==> config.mk <==
export PLATFORM = sky130hd
export DESIGN_NAME = vga_scanout
export DESIGN_NICKNAME = d
export VERILOG_FILES = /design/src/rtl/vga_scanout.sv
export SDC_FILE = /design/constraint.sdc
export NUM_CORES = 1
export LEC_CHECK = 0
export ABC_AREA = 1
export CELL_PAD_IN_SITES_DETAIL_PLACEMENT = 0
export CELL_PAD_IN_SITES_GLOBAL_PLACEMENT = 1
export CORE_MARGIN = 5
export CORE_UTILIZATION = 38
export CTS_CLUSTER_DIAMETER = 40
export DETAILED_ROUTE_END_ITERATION = 8
export PLACE_DENSITY = 0.86
export SETUP_SLACK_MARGIN = 0.15
export SKIP_CTS_REPAIR_TIMING = 1
export SLEW_MARGIN = 20
export SYNTH_ARGS = -nofsm -noshare
export SYNTH_HDL_FRONTEND = slang
export SYNTH_SLANG_ARGS = --single-unit
==> constraint.sdc <==
create_clock -name CLOCK_50 -period 1.9 [get_ports CLOCK_50]
set_clock_uncertainty 0.1 [all_clocks]
set_input_delay 0.57 -clock CLOCK_50 [delete_from_list [all_inputs] [get_ports CLOCK_50]]
set_output_delay 0.57 -clock CLOCK_50 [all_outputs]
set_load 0.02 [all_outputs]
==> src/rtl/vga_scanout.sv <==
`default_nettype none
// +--------------------------------------------------------------------------+
// | Module   : vga_scanout                                                   |
// | Purpose  : VGA raster generator with scaled framebuffer scan-out window. |
// |            Produces H/V timing, framebuffer read addresses and the       |
// |            DAC pin set (RGB, sync, blank, frame pulse), all aligned to   |
// |            the framebuffer read latency.                                 |
// | Ports    : CLOCK_50    - system clock                                    |
// |            reset       - synchronous reset, active low                   |
// |            pix_ce      - pixel clock enable, raster advances when 1      |
// |            border_rgb  - colour of active pixels outside the window      |
// |            fb_adr      - framebuffer read address                        |
// |            fb_q        - framebuffer read data {R,G,B}                   |
// |            VGA_R/G/B   - pixel colour                                    |
// |            VGA_HS/VS   - sync outputs, polarity set by HS_POL/VS_POL     |
// |            VGA_BLANK_N - 1 during active video                           |
// |            VGA_SYNC_N  - sync-on-green, tied 0                           |
// |            frame_start - one-clock pulse with the first pixel of a frame |
// | Revision : 1.0 - initial release                                         |
// +--------------------------------------------------------------------------+
module vga_scanout #(
   parameter int H_VISIBLE = 640,
   parameter int H_FRONT   = 16,
   parameter int H_SYNC    = 96,
   parameter int H_BACK    = 48,
   parameter int V_VISIBLE = 480,
   parameter int V_FRONT   = 10,
   parameter int V_SYNC    = 2,
   parameter int V_BACK    = 33,
   parameter bit HS_POL    = 1'b0,
   parameter bit VS_POL    = 1'b0,
   parameter int WIN_X0    = 40,
   parameter int WIN_Y0    = 48,
   parameter int WIN_W     = 560,
   parameter int WIN_H     = 384,
   parameter int SCALE     = 2,
   parameter int ADDR_W    = 16,
   parameter int RAM_LAT   = 1
) (
   input  logic              CLOCK_50,
   input  logic              reset,
   input  logic              pix_ce,
   input  logic [23:0]       border_rgb,
   output logic [ADDR_W-1:0] fb_adr,
   input  logic [23:0]       fb_q,
   output logic [7:0]        VGA_R,
   output logic [7:0]        VGA_G,
   output logic [7:0]        VGA_B,
   output logic              VGA_HS,
   output logic              VGA_VS,
   output logic              VGA_BLANK_N,
   output logic              VGA_SYNC_N,
   output logic              frame_start
);

   localparam int c_H_TOTAL = H_VISIBLE + H_FRONT + H_SYNC + H_BACK;
   localparam int c_V_TOTAL = V_VISIBLE + V_FRONT + V_SYNC + V_BACK;
   // One spare count so that end-of-sync bounds equal to the total still fit.
   localparam int c_HW = $clog2(c_H_TOTAL + 1);
   localparam int c_VW = $clog2(c_V_TOTAL + 1);
   localparam int c_SW = (SCALE > 1) ? $clog2(SCALE) : 1;

   localparam logic [c_HW-1:0] c_H_LAST   = c_HW'(c_H_TOTAL - 1);
   localparam logic [c_HW-1:0] c_H_VIS    = c_HW'(H_VISIBLE);
   localparam logic [c_HW-1:0] c_HS_BEG   = c_HW'(H_VISIBLE + H_FRONT);
   localparam logic [c_HW-1:0] c_HS_END   = c_HW'(H_VISIBLE + H_FRONT + H_SYNC);
   localparam logic [c_HW-1:0] c_WX0      = c_HW'(WIN_X0);
   localparam logic [c_HW-1:0] c_WX1      = c_HW'(WIN_X0 + WIN_W);
   localparam logic [c_HW-1:0] c_WX_LAST  = c_HW'(WIN_X0 + WIN_W - 1);
   localparam logic [c_VW-1:0] c_V_LAST   = c_VW'(c_V_TOTAL - 1);
   localparam logic [c_VW-1:0] c_V_VIS    = c_VW'(V_VISIBLE);
   localparam logic [c_VW-1:0] c_VS_BEG   = c_VW'(V_VISIBLE + V_FRONT);
   localparam logic [c_VW-1:0] c_VS_END   = c_VW'(V_VISIBLE + V_FRONT + V_SYNC);
   localparam logic [c_VW-1:0] c_WY0      = c_VW'(WIN_Y0);
   localparam logic [c_VW-1:0] c_WY1      = c_VW'(WIN_Y0 + WIN_H);
   localparam logic [c_SW-1:0] c_S_LAST   = c_SW'(SCALE - 1);
   localparam logic [ADDR_W-1:0] c_ROW_STEP = ADDR_W'(WIN_W / SCALE);

   // ---------------- parameter sanity ----------------
   generate
      if (SCALE < 1) begin : g_err_scale
         $error("vga_scanout: SCALE must be at least 1");
      end
      if ((WIN_X0 < 0) || (WIN_Y0 < 0) || (WIN_X0 + WIN_W > H_VISIBLE) ||
          (WIN_Y0 + WIN_H > V_VISIBLE)) begin : g_err_win
         $error("vga_scanout: window exceeds the visible area");
      end
      if ((SCALE >= 1) && (((WIN_W % SCALE) != 0) || ((WIN_H % SCALE) != 0))) begin : g_err_mult
         $error("vga_scanout: WIN_W and WIN_H must be multiples of SCALE");
      end
      if ((SCALE >= 1) &&
          (64'(WIN_W / SCALE) * 64'(WIN_H / SCALE) > (64'd1 << ADDR_W))) begin : g_err_adr
         $error("vga_scanout: window does not fit the framebuffer address space");
      end
   endgenerate

   // ---------------- S0: raster counters ----------------
   logic [c_HW-1:0] r_h;
   logic [c_VW-1:0] r_v;

   always_ff @(posedge CLOCK_50) begin
      if (!reset) begin
         r_h <= '0;
         r_v <= '0;
      end else if (pix_ce) begin
         if (r_h == c_H_LAST) begin
            r_h <= '0;
            r_v <= (r_v == c_V_LAST) ? '0 : r_v + 1'b1;
         end else begin
            r_h <= r_h + 1'b1;
         end
      end
   end

   logic w_active, w_win, w_win_last_x, w_hs, w_vs, w_frame, w_frame_end;

   assign w_active     = (r_h < c_H_VIS) && (r_v < c_V_VIS);
   assign w_win        = (r_h >= c_WX0) && (r_h < c_WX1) && (r_v >= c_WY0) && (r_v < c_WY1);
   assign w_win_last_x = w_win && (r_h == c_WX_LAST);
   assign w_hs         = (r_h >= c_HS_BEG) && (r_h < c_HS_END);
   assign w_vs         = (r_v >= c_VS_BEG) && (r_v < c_VS_END);
   assign w_frame      = (r_h == '0) && (r_v == '0);
   assign w_frame_end  = (r_h == c_H_LAST) && (r_v == c_V_LAST);

   // ---------------- S1: framebuffer address ----------------
   // Column index advances once every SCALE window pixels and each row base is
   // reused for SCALE lines, which replicates pixels without a divider.
   logic [ADDR_W-1:0] r_row_base;
   logic [ADDR_W-1:0] r_col;
   logic [c_SW-1:0]   r_xsub;
   logic [c_SW-1:0]   r_ysub;

   always_ff @(posedge CLOCK_50) begin
      if (!reset) begin
         fb_adr     <= '0;
         r_row_base <= '0;
         r_col      <= '0;
         r_xsub     <= '0;
         r_ysub     <= '0;
      end else if (pix_ce) begin
         if (w_win) begin
            fb_adr <= r_row_base + r_col;
            if (w_win_last_x) begin
               r_col  <= '0;
               r_xsub <= '0;
               if (r_ysub == c_S_LAST) begin
                  r_ysub     <= '0;
                  r_row_base <= r_row_base + c_ROW_STEP;
               end else begin
                  r_ysub <= r_ysub + 1'b1;
               end
            end else if (r_xsub == c_S_LAST) begin
               r_xsub <= '0;
               r_col  <= r_col + 1'b1;
            end else begin
               r_xsub <= r_xsub + 1'b1;
            end
         end
         // Last raster position of the frame is never inside the window, so
         // this rewind cannot collide with a row-base step.
         if (w_frame_end) begin
            r_row_base <= '0;
            r_ysub     <= '0;
         end
      end
   end

   // ---------------- control pipe + pin register ----------------
   // Stage 0 is loaded alongside fb_adr; stage RAM_LAT lines up with fb_q.
   logic [RAM_LAT:0] r_p_win, r_p_act, r_p_hs, r_p_vs, r_p_frm;

   always_ff @(posedge CLOCK_50) begin
      if (!reset) begin
         r_p_win     <= '0;
         r_p_act     <= '0;
         r_p_hs      <= '0;
         r_p_vs      <= '0;
         r_p_frm     <= '0;
         VGA_R       <= '0;
         VGA_G       <= '0;
         VGA_B       <= '0;
         VGA_HS      <= ~HS_POL;
         VGA_VS      <= ~VS_POL;
         VGA_BLANK_N <= 1'b0;
         frame_start <= 1'b0;
      end else begin
         // Qualified by pix_ce so the pulse lasts one clock even though the
         // pins themselves hold between enables.
         frame_start <= pix_ce & r_p_frm[RAM_LAT];
         if (pix_ce) begin
            r_p_win[0] <= w_win;
            r_p_act[0] <= w_active;
            r_p_hs[0]  <= w_hs;
            r_p_vs[0]  <= w_vs;
            r_p_frm[0] <= w_frame;
            for (int i = 1; i <= RAM_LAT; i++) begin
               r_p_win[i] <= r_p_win[i-1];
               r_p_act[i] <= r_p_act[i-1];
               r_p_hs[i]  <= r_p_hs[i-1];
               r_p_vs[i]  <= r_p_vs[i-1];
               r_p_frm[i] <= r_p_frm[i-1];
            end
            if (r_p_win[RAM_LAT]) begin
               {VGA_R, VGA_G, VGA_B} <= fb_q;
            end else if (r_p_act[RAM_LAT]) begin
               {VGA_R, VGA_G, VGA_B} <= border_rgb;
            end else begin
               {VGA_R, VGA_G, VGA_B} <= 24'h000000;
            end
            VGA_HS      <= r_p_hs[RAM_LAT] ? HS_POL : ~HS_POL;
            VGA_VS      <= r_p_vs[RAM_LAT] ? VS_POL : ~VS_POL;
            VGA_BLANK_N <= r_p_act[RAM_LAT];
         end
      end
   end

   assign VGA_SYNC_N = 1'b0;

endmodule
`default_nettype wire

==> flow_metrics.tcl, run 1 <==
set metrics [dict create \
    num_vias 6065 \
    grt_max_degree 36 \
    die_x_um 132.2 \
    avgRoutedWirePerCell_um 14.53 \
    clk_latency_ns 0.35 \
    syn-cell-area_um2 5674 \
    synth_ff_type "dfxtp_1" \
    cts_buffers 9 \
    power_density_nw_per_um2 545.1 \
    antenna_found_initial 0 \
    grt_pass1_vias 5643 \
    leakage_nw 4.010 \
    drcViolationCount 0 \
    ant_nets 0 \
    cts_htree_levels 3 \
    power.share.switching_pct 24.67 \
    cp_max_fo 7 \
    grt_setup_unrepaired "yes" \
    switchingPower_w 0.001148 \
    track_usage_pct 17.96 \
    slew_violations 0 \
    avgSynthCellArea_um2 6.828 \
    synthSimpleGateAreaFrac_pct 30.10 \
    grt_first_pass_wirelength_um 26540 \
    placedCellCount 1150 \
    crit_top_cell "nor2_4" \
    hold_viol 0 \
    pin_count 96 \
    clock_sinks 105 \
    dp_hpwl_um 12020 \
    final_cell_area_um2 8537 \
    cp.required_ns 2.09 \
    ys_types 43 \
    tritoncts "built" \
    synth_cells 831 \
    path_cells "buf_6 -> nand2_4 -> nand3b_4 -> nor2_4 -> nand3_2 -> nor2_4 -> nand2_8 -> clkinv_8 -> buf_12 -> buf_4 -> o21ai_2 -> a21oi_1" \
    vdd_drop_max_v 0.0004685 \
    status "finished with violations" \
    drt_first_pass_iters 5 \
    cts.clk_slew.worst_paths_ns 0.07 \
    pre_cts_ws_ns -0.3596 \
    clock_path_buffers 2 \
    syn_nets 900 \
    violations "setup timing" \
    fp.dieArea_um2 17480 \
    crit_arrival_ns 2.12 \
    final_core_util_pct 58.52 \
    p_int_w 0.003506 \
    diodes 0 \
    fin_crit_ns 1.932 \
    setup_slack_ns -0.03185 \
    r2r_slack_ns -0.03 \
    endpoint_kind "flop" \
    routabilityCongestion 0.9170 \
    root_buffer "clkbuf_16" \
    synth-seq-cells 105 \
    fin_crit_sh_pct 101.7 \
    synthXorXnorAreaFrac_pct 2.161 \
    p_seq_share_pct 48.8 \
    critPathTopFamily "simple AND/OR/NAND/NOR gates" \
    yosysWarnings 0 \
    crit_buf_inv 4 \
    slowest_stage "dfxtp_4" \
    slowest_delay_ns 0.36 \
    cp-start-kind "flop" \
    finalSetupViolCount 5 \
    rows 44 \
    final_cells 1187 \
    synth_top_family_by_area "simple AND/OR/NAND/NOR gates" \
    die_height_um 132.2 \
    place_area_um2 7284 \
    cap_violations 0 \
    core_area_um2 14590 \
    nets 1068 \
    synthMuxAreaShare_pct 0 \
    vias_per_cell 5.110 \
    synthAdderAreaFrac_pct 3.969 \
    ys_seq_area_share_pct 37.05 \
    first_iter_violations 231 \
    comb_power_share_pct 9.8 \
    p_clk_share_pct 41.4 \
    synth_compound_area_share_pct 18.85 \
    drive_gt1_share_pct 25.92 \
    crit_type "reg2reg" \
    min_path_type "reg2reg" \
    whs_ns 0.3293 \
    async_flop_share_pct 0 \
    wl_um 17250 \
    numPortBuffers 94 \
    overflow 0 \
    start_util_pct 38.89 \
    syn_to_final_growth_pct 50.45 \
    synth-edff-count 0 \
    fillers 1354 \
    clock.fmax_ghz 0.5176 \
]
synthesized netlist by cell type, drive strengths merged, types with 11 or more instances:
library cell,number,share of area (%)
clkbuf,22,1.5
ha,18,4.0
nand4,13,1.4
buf,11,1.3
nand2,173,12
o21ai,68,6.0
dfxtp,105,37
a21oi,125,11
nor2,87,6.3
nor3,32,3.2
nand3,59,5.4
inv,75,5.0
sequential cells by signal (all words and copies together), names as in the netlist, 2 cells and up:
register	count
fb_adr	16
r_col	16
r_row_base	13
r_h	10
r_v	10
VGA_B	8
VGA_G	8
VGA_R	8
r_p_act	2
r_p_frm	2
r_p_hs	2
r_p_vs	2
r_p_win	2
placed cells by master, fill, tap and decap left out, types with 3 or more instances in the layout:
master,Yosys,routed
clkbuf_16,0,11
dfxtp_4,0,3
nor3_1,29,25
inv_1,69,59
nor2_1,83,74
o21ai_1,0,9
nand3_1,57,33
o21ai_2,0,13
dfxtp_1,105,90
nand3b_1,5,5
nor3b_1,4,4
nand2_8,0,3
a21oi_1,124,105
ha_1,18,15
inv_6,0,3
a21oi_2,0,19
dlymetal6s2s_1,0,45
nand2_2,2,18
nand3_2,2,24
dfxtp_2,0,12
nor2_4,1,10
nand4_1,13,13
o21ai_0,68,46
inv_2,5,13
nor3_2,2,5
xor2_1,10,10
buf_6,2,7
nor2_2,2,5
nand2_4,1,7
or2_2,3,3
buf_12,0,5
xnor2_1,4,4
clkdlybuf4s50_1,0,48
nand2_1,170,146
buf_4,4,77
final cells by class:
cell class | count | area (um2) | share of cell area (%)
repair buffers | 186 | 1871 | 21.91
clock buffers | 9 | 225.2 | 2.638
multi-input cells | 622 | 3706 | 43.41
well taps | 184 | 230.2 | 2.697
flip-flops and latches | 105 | 2128 | 24.93
inverters | 75 | 301.5 | 3.532
clock inverters | 6 | 75.07 | 0.8794
worst register-to-register path: cells and delay by family (launching register included):
kind,cells,cell delay (ns)
buf+inv,4,0.49
flops,1,0.36
compound gates,2,0.16
simple gates,6,0.77
routing by layer:
| layer | share of wire (%) | routed length, um | vias to the layer above | GRT usage (%) |
|---|---|---|---|---|
| met5 | 0 | 0 | - | 0 |
| met1 | 45 | 7711 | 2760 | 22.74 |
| met2 | 47 | 8089 | 152 | 29.73 |
| li1 | - | - | 3124 | - |
| met4 | 2.1 | 367 | 0 | 5.600 |
| met3 | 6.3 | 1086 | 29 | 5.000 |
path summary, 6_finish.rpt:
path                          startpoint                     end  cells past startpoint
setup / recovery     r_h[9]$_SDFFE_PN0P_  fb_adr[9]$_SDFFE_PN0P_                     12
hold / removal    r_p_hs[1]$_SDFFE_PN0P_     VGA_HS$_SDFFE_PN1P_                      1
setup reg to reg     r_h[9]$_SDFFE_PN0P_  fb_adr[9]$_SDFFE_PN0P_                     12
hold reg to reg   r_p_hs[1]$_SDFFE_PN0P_     VGA_HS$_SDFFE_PN1P_                      1
through the flow:
step / power [W] / setup TNS, ns
final: 0.004654 / -0.09307
after global routing: 0.004847 / -1.840
after CTS: 0.004706 / -4.728
after detailed placement: 0.002771 / -11.42
after global placement: 0.002770 / -9.353
after floorplan: 0.002522 / 0
cells by family (layout without fill, tap and decap cells):
kind of cell | Yosys count | after routing
xor gates and xnor gates | 14 | 14
other | 1 | 1
AOI/OAI and AO/OA | 204 | 204
buffers and inverters | 108 | 276
and+or+nand+nor | 381 | 385
adders and majority gates | 18 | 18
DFF | 105 | 105
power groups by stage:
stage / clock network, W / registers [W] / logic (W)
after floorplan: 0 / 0.00237 / 0.000155
final: 0.00193 / 0.00227 / 0.000455
after global placement: 0 / 0.00232 / 0.000447
after CTS: 0.00198 / 0.00227 / 0.000449
after global routing: 0.00207 / 0.00228 / 0.000498
after detailed placement: 0 / 0.00233 / 0.000446
Power figures use the tool's default switching activity.
==> run 2: changes to the inputs <==
REMOVE_ABC_BUFFERS = 1   (was default)
==> flow_metrics.tcl, run 2 (synthesis results as in run 1) <==
set metrics [dict create \
    track_usage_pct 19.44 \
    path_cells "inv_4 -> nor2_4 -> nand2_2 -> nor3_4 -> nand3_2 -> buf_8 -> o21bai_4 -> nand3_2 -> a21oi_2" \
    die_x_um 132.2 \
    routabilityCongestion 0.8979 \
    violations "setup timing" \
    root_buffer "clkbuf_16" \
    fin_crit_ns 1.973 \
    crit_top_cell "nand3_2" \
    drive_gt1_share_pct 31.32 \
    grt_max_degree 36 \
    rows 44 \
    drt_first_pass_iters 5 \
    reg2reg_depth 9 \
    core_area_um2 14590 \
    cp.required_ns 2.08 \
    cp-start-kind "flop" \
    tritoncts "built" \
    min_path_type "reg2reg" \
    pre_cts_ws_ns -0.4398 \
    fp.dieArea_um2 17480 \
    hold_viol 0 \
    grt_first_pass_wirelength_um 28230 \
    nets 1092 \
    grt_pass1_vias 5480 \
    cts_buffers 9 \
    final_cell_mix "134 x nand2_1, 99 x a21oi_1, 90 x buf_4, 81 x dfxtp_1, 70 x nor2_1" \
    cp_max_fo 6 \
    wl_um 18710 \
    first_iter_violations 451 \
    slowest_delay_ns 0.42 \
    ant_nets 0 \
    clk_latency_ns 0.36 \
    dp_hpwl_um 13160 \
    final_common_cell "nand2_1" \
    cts_htree_levels 3 \
    start_util_pct 38.89 \
    num_vias 6183 \
    cts.clk_slew.worst_paths_ns 0.07 \
    endpoint_kind "flop" \
    syn_to_final_growth_pct 56.38 \
    setup_slack_ns -0.07330 \
    slowest_stage "dfxtp_4" \
    reg_top3 "fb_adr x16, r_col x16, r_row_base x13" \
    clock.fmax_ghz 0.5068 \
    crit_arrival_ns 2.16 \
    drcViolationCount 0 \
    clock_path_buffers 2 \
    multi_input_area_um2 3806 \
    regArea_um2 2142 \
    finalSetupViolCount 14 \
    overflow 0 \
    avgRoutedWirePerCell_um 15.44 \
    fillers 1300 \
    grt_setup_unrepaired "yes" \
    leakage_nw 4.175 \
    slew_violations 0 \
    fin_setup_tns_ns -0.5455 \
    holdPathStages 1 \
    vias_per_cell 5.101 \
    die_height_um 132.2 \
    status "finished with violations" \
    cap_violations 0 \
    crit_type "reg2reg" \
    fin_crit_sh_pct 103.9 \
    diodes 0 \
    vdd_drop_max_v 0.0003983 \
    power_density_nw_per_um2 526.8 \
    pin_count 96 \
    numPortBuffers 94 \
    antenna_found_initial 0 \
    clock_sinks 105 \
]
==> run 2: final cells by class <==
class | instances | share of cell area [%]
Multi-Input combinational cell | 619 | 42.89
Sequential cell | 105 | 24.14
Timing Repair Buffer | 213 | 23.70
Inverter | 75 | 3.342
Clock buffer | 11 | 2.623
Tap cell | 184 | 2.594
Clock inverter | 5 | 0.7050
==> run 2: routing by layer <==
metal | wire length, um | track usage (%) | vias to the layer above
met5 | 0 | 0 | -
met4 | 211 | 5.373 | 0
met3 | 897 | 4.008 | 15
met2 | 8440 | 28.69 | 146
met1 | 9161 | 28.70 | 2866
li1 | - | - | 3156
==> run 2: report_power, final <==
group          switching [W]  internal, W
Combinational       0.000241     0.000227
Sequential         0.0000244      0.00224
Clock               0.000902      0.00104
Total                0.00117      0.00351
==> run 2: path summary, 6_finish.rpt <==
kind | from | to | slack [ns]
setup reg to reg | r_h[9]$_SDFFE_PN0P_ | r_row_base[9]$_SDFFE_PN0P_ | -0.07
hold reg to reg | r_p_hs[1]$_SDFFE_PN0P_ | VGA_HS$_SDFFE_PN1P_ | 0.34
setup / recovery | r_h[9]$_SDFFE_PN0P_ | r_row_base[9]$_SDFFE_PN0P_ | -0.07
hold / removal | r_p_hs[1]$_SDFFE_PN0P_ | VGA_HS$_SDFFE_PN1P_ | 0.34
==> run 2: worst max-delay path, delay by kind of cell, from the launching register on <==
kind            cells  cell delay (ns)
buf+inv             2             0.22
simple gates        5             0.75
compound gates      2             0.41
flops               1             0.42
==> run 2: per-stage QoR <==
step	cells	util [%]	cell area, um2	power [W]	hold slack (ns)
finish	1212	60.82	8874	0.004674	0.3374
global route	1212	60.82	8874	0.004855	0.3529
CTS	1188	52.93	7722	0.004708	0.3385
detailed placement	1172	50.91	7427	0.002779	0.3277
global placement	1172	50.91	7427	0.002777	0.3147
floorplan	798	-	5515	0.002492	0.3060
